[src/rtl/serial_alu_pkg.sv]
// Shared definitions for the bit-serial ALU blocks.
//   state_e       : controller state encoding (IDLE, RUN, DONE)
//   DEFAULT_WIDTH : default operand/result width
package serial_alu_pkg;

  localparam int DEFAULT_WIDTH = 5;

  typedef enum logic [1:0] {
    IDLE = 2'd0,
    RUN  = 2'd1,
    DONE = 2'd2
  } state_e;

endpackage

[src/rtl/fa_cell.sv]
// Single-bit combinational full adder.
// Ports:
//   a, b, cin : addend bits and carry in
//   s         : sum bit
//   cout      : carry out (majority of a, b, cin)
module fa_cell (
  input  logic a,
  input  logic b,
  input  logic cin,
  output logic s,
  output logic cout
);

  assign s    = a ^ b ^ cin;
  assign cout = (a & b) | (a & cin) | (b & cin);

endmodule

[src/rtl/serial_subtractor.sv]
// Bit-serial two's-complement subtractor: result = a - b computed as
// a + ~b + 1, LSB first, through one full-adder cell and a carry flop.
// Takes WIDTH RUN cycles per operation.
//
// Build option: define SERIAL_SUB_ADD_MODE_EN to add the op_add input
// (sampled with start); op_add = 1 computes a + b instead.
//
// Ports:
//   clk       : rising-edge clock
//   reset     : synchronous active-high reset
//   start     : request pulse, accepted only in IDLE or DONE
//   a, b      : operands, captured on an accepted start
//   op_add    : (SERIAL_SUB_ADD_MODE_EN only) 1 = add, 0 = subtract
//   busy      : high while in RUN
//   done      : one-cycle pulse when result is valid
//   result    : difference mod 2^WIDTH, held until the next completion
//   carry_out : final adder carry (1 = no unsigned borrow)
//   overflow  : signed overflow (carry into MSB xor carry out)
//
// state | meaning
// IDLE  | waiting for start
// RUN   | one bit per cycle through the adder cell, cnt = bit index
// DONE  | result valid, done pulses; start here reloads back-to-back
module serial_subtractor
  import serial_alu_pkg::*;
#(
  parameter int WIDTH = DEFAULT_WIDTH
) (
  input  logic             clk,
  input  logic             reset,
  input  logic             start,
  input  logic [WIDTH-1:0] a,
  input  logic [WIDTH-1:0] b,
`ifdef SERIAL_SUB_ADD_MODE_EN
  input  logic             op_add,
`endif
  output logic             busy,
  output logic             done,
  output logic [WIDTH-1:0] result,
  output logic             carry_out,
  output logic             overflow
);

  localparam int CW = (WIDTH > 1) ? $clog2(WIDTH) : 1;

  state_e           state_q, state_d;
  logic [WIDTH-1:0] sh_a_q, sh_a_d;
  logic [WIDTH-1:0] sh_b_q, sh_b_d;
  // Holds the upper WIDTH-1 sum bits; the final sum bit is taken straight
  // from the adder on the completing edge, so bit 0 of a full-width
  // register would never be read.
  logic [WIDTH-2:0] sh_r_q, sh_r_d;
  logic [CW-1:0]    cnt_q, cnt_d;
  logic             carry_q, carry_d;
  logic             c_msb_q, c_msb_d;
  logic [WIDTH-1:0] result_q, result_d;
  logic             carry_out_q, carry_out_d;
  logic             overflow_q, overflow_d;

  logic fa_s, fa_cout;
  logic add_mode;

`ifdef SERIAL_SUB_ADD_MODE_EN
  assign add_mode = op_add;
`else
  assign add_mode = 1'b0;
`endif

  fa_cell u_fa (
    .a    (sh_a_q[0]),
    .b    (sh_b_q[0]),
    .cin  (carry_q),
    .s    (fa_s),
    .cout (fa_cout)
  );

  always_comb begin
    state_d     = state_q;
    sh_a_d      = sh_a_q;
    sh_b_d      = sh_b_q;
    sh_r_d      = sh_r_q;
    cnt_d       = cnt_q;
    carry_d     = carry_q;
    c_msb_d     = c_msb_q;
    result_d    = result_q;
    carry_out_d = carry_out_q;
    overflow_d  = overflow_q;

    case (state_q)
      IDLE, DONE: begin
        if (start) begin
          // Subtract: a + ~b + 1. Add: a + b + 0.
          sh_a_d  = a;
          sh_b_d  = add_mode ? b : ~b;
          carry_d = ~add_mode;
          cnt_d   = '0;
          state_d = RUN;
        end else begin
          state_d = IDLE;
        end
      end

      RUN: begin
        carry_d            = fa_cout;
        sh_a_d             = sh_a_q >> 1;
        sh_b_d             = sh_b_q >> 1;
        sh_r_d             = sh_r_q >> 1;
        sh_r_d[WIDTH-2]    = fa_s;
        cnt_d              = cnt_q + CW'(1);
        // Carry out of bit WIDTH-2 is the carry into the MSB.
        if (cnt_q == CW'(WIDTH - 2)) begin
          c_msb_d = fa_cout;
        end
        if (cnt_q == CW'(WIDTH - 1)) begin
          result_d    = {fa_s, sh_r_q};
          carry_out_d = fa_cout;
          overflow_d  = c_msb_q ^ fa_cout;
          cnt_d       = '0;
          state_d     = DONE;
        end
      end

      default: state_d = IDLE;
    endcase
  end

  always_ff @(posedge clk) begin
    if (reset) begin
      state_q     <= IDLE;
      sh_a_q      <= '0;
      sh_b_q      <= '0;
      sh_r_q      <= '0;
      cnt_q       <= '0;
      carry_q     <= 1'b0;
      c_msb_q     <= 1'b0;
      result_q    <= '0;
      carry_out_q <= 1'b0;
      overflow_q  <= 1'b0;
    end else begin
      state_q     <= state_d;
      sh_a_q      <= sh_a_d;
      sh_b_q      <= sh_b_d;
      sh_r_q      <= sh_r_d;
      cnt_q       <= cnt_d;
      carry_q     <= carry_d;
      c_msb_q     <= c_msb_d;
      result_q    <= result_d;
      carry_out_q <= carry_out_d;
      overflow_q  <= overflow_d;
    end
  end

  assign busy      = (state_q == RUN);
  assign done      = (state_q == DONE);
  assign result    = result_q;
  assign carry_out = carry_out_q;
  assign overflow  = overflow_q;

endmodule

[config.mk]
export PLATFORM = sky130hd
export DESIGN_NAME = serial_subtractor
export DESIGN_NICKNAME = d
export VERILOG_FILES = /design/src/rtl/serial_alu_pkg.sv /design/src/rtl/fa_cell.sv /design/src/rtl/serial_subtractor.sv
export SDC_FILE = /design/constraint.sdc
export NUM_CORES = 1
export LEC_CHECK = 0
export CORE_UTILIZATION = 54
export DETAILED_ROUTE_END_ITERATION = 8
export PLACE_DENSITY = 0.89
export SYNTH_ARGS = -nofsm -noshare
export SYNTH_HDL_FRONTEND = slang
export SYNTH_HIERARCHICAL = 1
export SYNTH_SLANG_ARGS = --single-unit
[constraint.sdc]
create_clock -name clk -period 2.65 [get_ports clk]
set_input_delay 0.53 -clock clk [delete_from_list [all_inputs] [get_ports clk]]
set_output_delay 0.53 -clock clk [all_outputs]
set_load 0.03 [all_outputs]
==> impl_metrics.py <==
metrics = {
    "run_status": {
        "status": "completed",
    },
    "logic_synthesis": {
        "synthFlopType": "dfxtp_1",
        "synthTopCellsByArea": "dfxtp_1, nand2_1, a21oi_1, buf_6, ha_1",
        "yosysSeqAreaShare": 0.452,
        "yosys.cell_types.count": 27,
        "async_flop_share": 0,
        "synth_area_leader_cell": "dfxtp_1",
        "ys_seq_elements": 28,
        "synth.cell_area_um2": 1240,
        "synth_edf_count": 0,
        "yosysWarningCount": 6,
        "yosysTopAreaCellShare": 0.452,
        "netlist_instances": 143,
        "avgSynthCellArea_um2": 8.68,
        "syn_nets": 160,
    },
    "final_layout": {
        "most-common-layout-cells": "nand2_1, dfxtp_1, a21oi_1, clkdlybuf4s50_1, nor2_1",
        "layout.nets": 178,
        "mostFrequentLayoutCell": "nand2_1",
        "multi_input_area_um2": 558,
        "drive_above_1_share": 0.0625,
        "syn_to_final_growth_pct": 17.1,
        "fin_cells": 187,
        "fillers": 164,
        "regArea_um2": 561,
        "antennaDiodeCount": 0,
    },
    "floorplanning": {
        "die_h_um": 49.9,
        "core-area_um2": 2060,
        "num_io_pins": 22,
        "fp-row-count": 16,
        "dieWidth_um": 49.9,
        "dieArea_um2": 2490,
        "start_util": 0.602,
    },
    "pwr": {
        "p_int_uw": 645,
        "p_clk_frac": 0.327,
        "p_comb_frac": 0.131,
        "vdd_drop_max_uv": 604,
        "p_sw_frac": 0.235,
        "p_leak_uw": 0.000503,
        "power_density_nw_per_um2": 580,
        "power_frac_seq": 0.542,
        "switching_power_uw": 199,
    },
    "cts": {
        "cts_tree": "yes",
        "clock_sinks": 28,
        "hold_buffers": 0,
        "cts_resized": 0,
        "cts_made_buffers": 3,
        "worstSkewPairLatency_ps": 330,
        "post-cts-setup-buffers": 0,
        "cts_htree_levels": 1,
        "cts_root_buf": "clkbuf_4",
        "clkTransAtPathRegs_ps": 150,
        "cts_buffer_depth": 2,
    },
    "drt": {
        "wl_um": 2410,
        "via_per_inst": 5.59,
        "dr_wl_met3_um": 158,
        "dr_wl_met2_um": 1200,
        "highest_layer": "met4",
        "ant_nets": 0,
        "drt_iter0_markers": 32,
        "drc": 0,
        "num_vias": 1046,
        "firstDrtPassIters": 4,
        "drt-wirelength-per-cell_um": 12.9,
        "m1WireLength_um": 993,
    },
    "placement": {
        "place.gp.congestion": 0.792,
        "hpwl_um": 1700,
        "dp.cells": 183,
        "numPortBuffers": 21,
    },
    "grt": {
        "grt_pass1_wl_um": 4030,
        "grt_pass1_vias": 993,
        "track_usage": 0.217,
        "antenna_found_initial": 0,
        "grt_overflow_total": 0,
        "grt_max_degree": 29,
    },
    "timing": {
        "final_max_slew_viol_count": 0,
        "rsz0062_at_grt": "no",
        "final.period_utilization": 0.908,
        "fin_crit_ps": 2400,
        "tightest_slew_ps": 447,
        "relSlewSlack": 0.700,
        "hold_viol": 0,
        "max_freq_mhz": 416,
        "fin_tns_setup_ps": 0,
        "setup_viol": 0,
        "skew_ps": 8.12,
    },
    "setup_path": {
        "path_max_fanout": 15,
        "crit_type": "reg2out",
        "cp.arrival_ps": 1870,
        "end_kind": "output port",
        "start_kind": "flop",
        "cp.required_ps": 2120,
    },
    "hold_path": {
        "holdCritPathClass": "reg2reg",
    },
    "job": {
        "cap_violations": 0,
    },
}
-- worst paths after layout --
path | from | to | slack [ps] | depth (start not counted)
worst max-delay path | state_q[0] | busy | 250 | 3
worst min-delay path | result[3] | result[3] | 460 | 2
worst max register to register | state_q[0] | sh_a_q[2] | 1290 | 3
worst min register to register | result[3] | result[3] | 460 | 2
-- routing by layer --
layer,vias up,global-route usage
li1,521,-
met2,53,0.387
met3,6,0.0648
met1,466,0.234
met5,-,0
met4,0,0.0905
-- state kept, by name, summed over array words and instances, names as in the netlist --
signal,flops
result,5
state_q,2
carry_q,1
overflow,1
sh_a_q,5
sh_r_q,4
carry_out,1
cnt_q,3
c_msb_q,1
sh_b_q,5
-- synthesized netlist by cell type, types with 2 or more instances --
master and count:
clkbuf_1 2, a311oi_1 3, nand3_1 7, ha_1 3, nand2b_1 2, clkbuf_8 2, dfxtp_1 28, nor3_1 2
a21oi_1 21, nand3b_1 5, nand2_1 35, o211ai_1 4, buf_6 5, nor2_1 8, inv_1 4
-- metrics by stage --
stage / utilization / area [µm²] / power (µW) / setup WS (ps) / hold WS, ps
2_1_floorplan: - / 1240 / 551 / 1280 / 432
3_3_place_gp: 0.680 / 1400 / 570 / 699 / 440
3_5_place_dp: 0.680 / 1400 / 575 / 616 / 447
4_1_cts: 0.705 / 1450 / 850 / 228 / 467
5_1_grt: 0.705 / 1450 / 883 / 162 / 493
6_report: 0.705 / 1450 / 843 / 245 / 463
-- area by class of cell --
cell class              count  area share
multi-input cells         100       0.384
inverters                   5      0.0164
flip-flops and latches     28       0.386
clock buffers               3      0.0155
well taps                  27      0.0232
clock inverters             1      0.0207
repair buffers             23       0.155
-- logic make-up after synthesis --
logic type,after synthesis,synth area share
buf+inv,15,0.0988
xor+xnor,1,0.00706
compound gates,31,0.156
fa+ha+maj,4,0.0464
flops,28,0.452
simple gates,64,0.240
-- power groups by stage --
stage,clock network (µW),registers [µW],logic [µW]
after floorplan,0,462,89.0
after global placement,0,465,105
after detailed placement,0,466,109
after CTS,283,457,110
after global routing,301,460,122
final,276,457,110
-- critical path: stages (launching register included) --
cell,delay [ps]
dfxtp_1,510
nand2b_1,200
inv_6,160
clkdlybuf4s50_1,680
(Power assumes the default switching activity.)
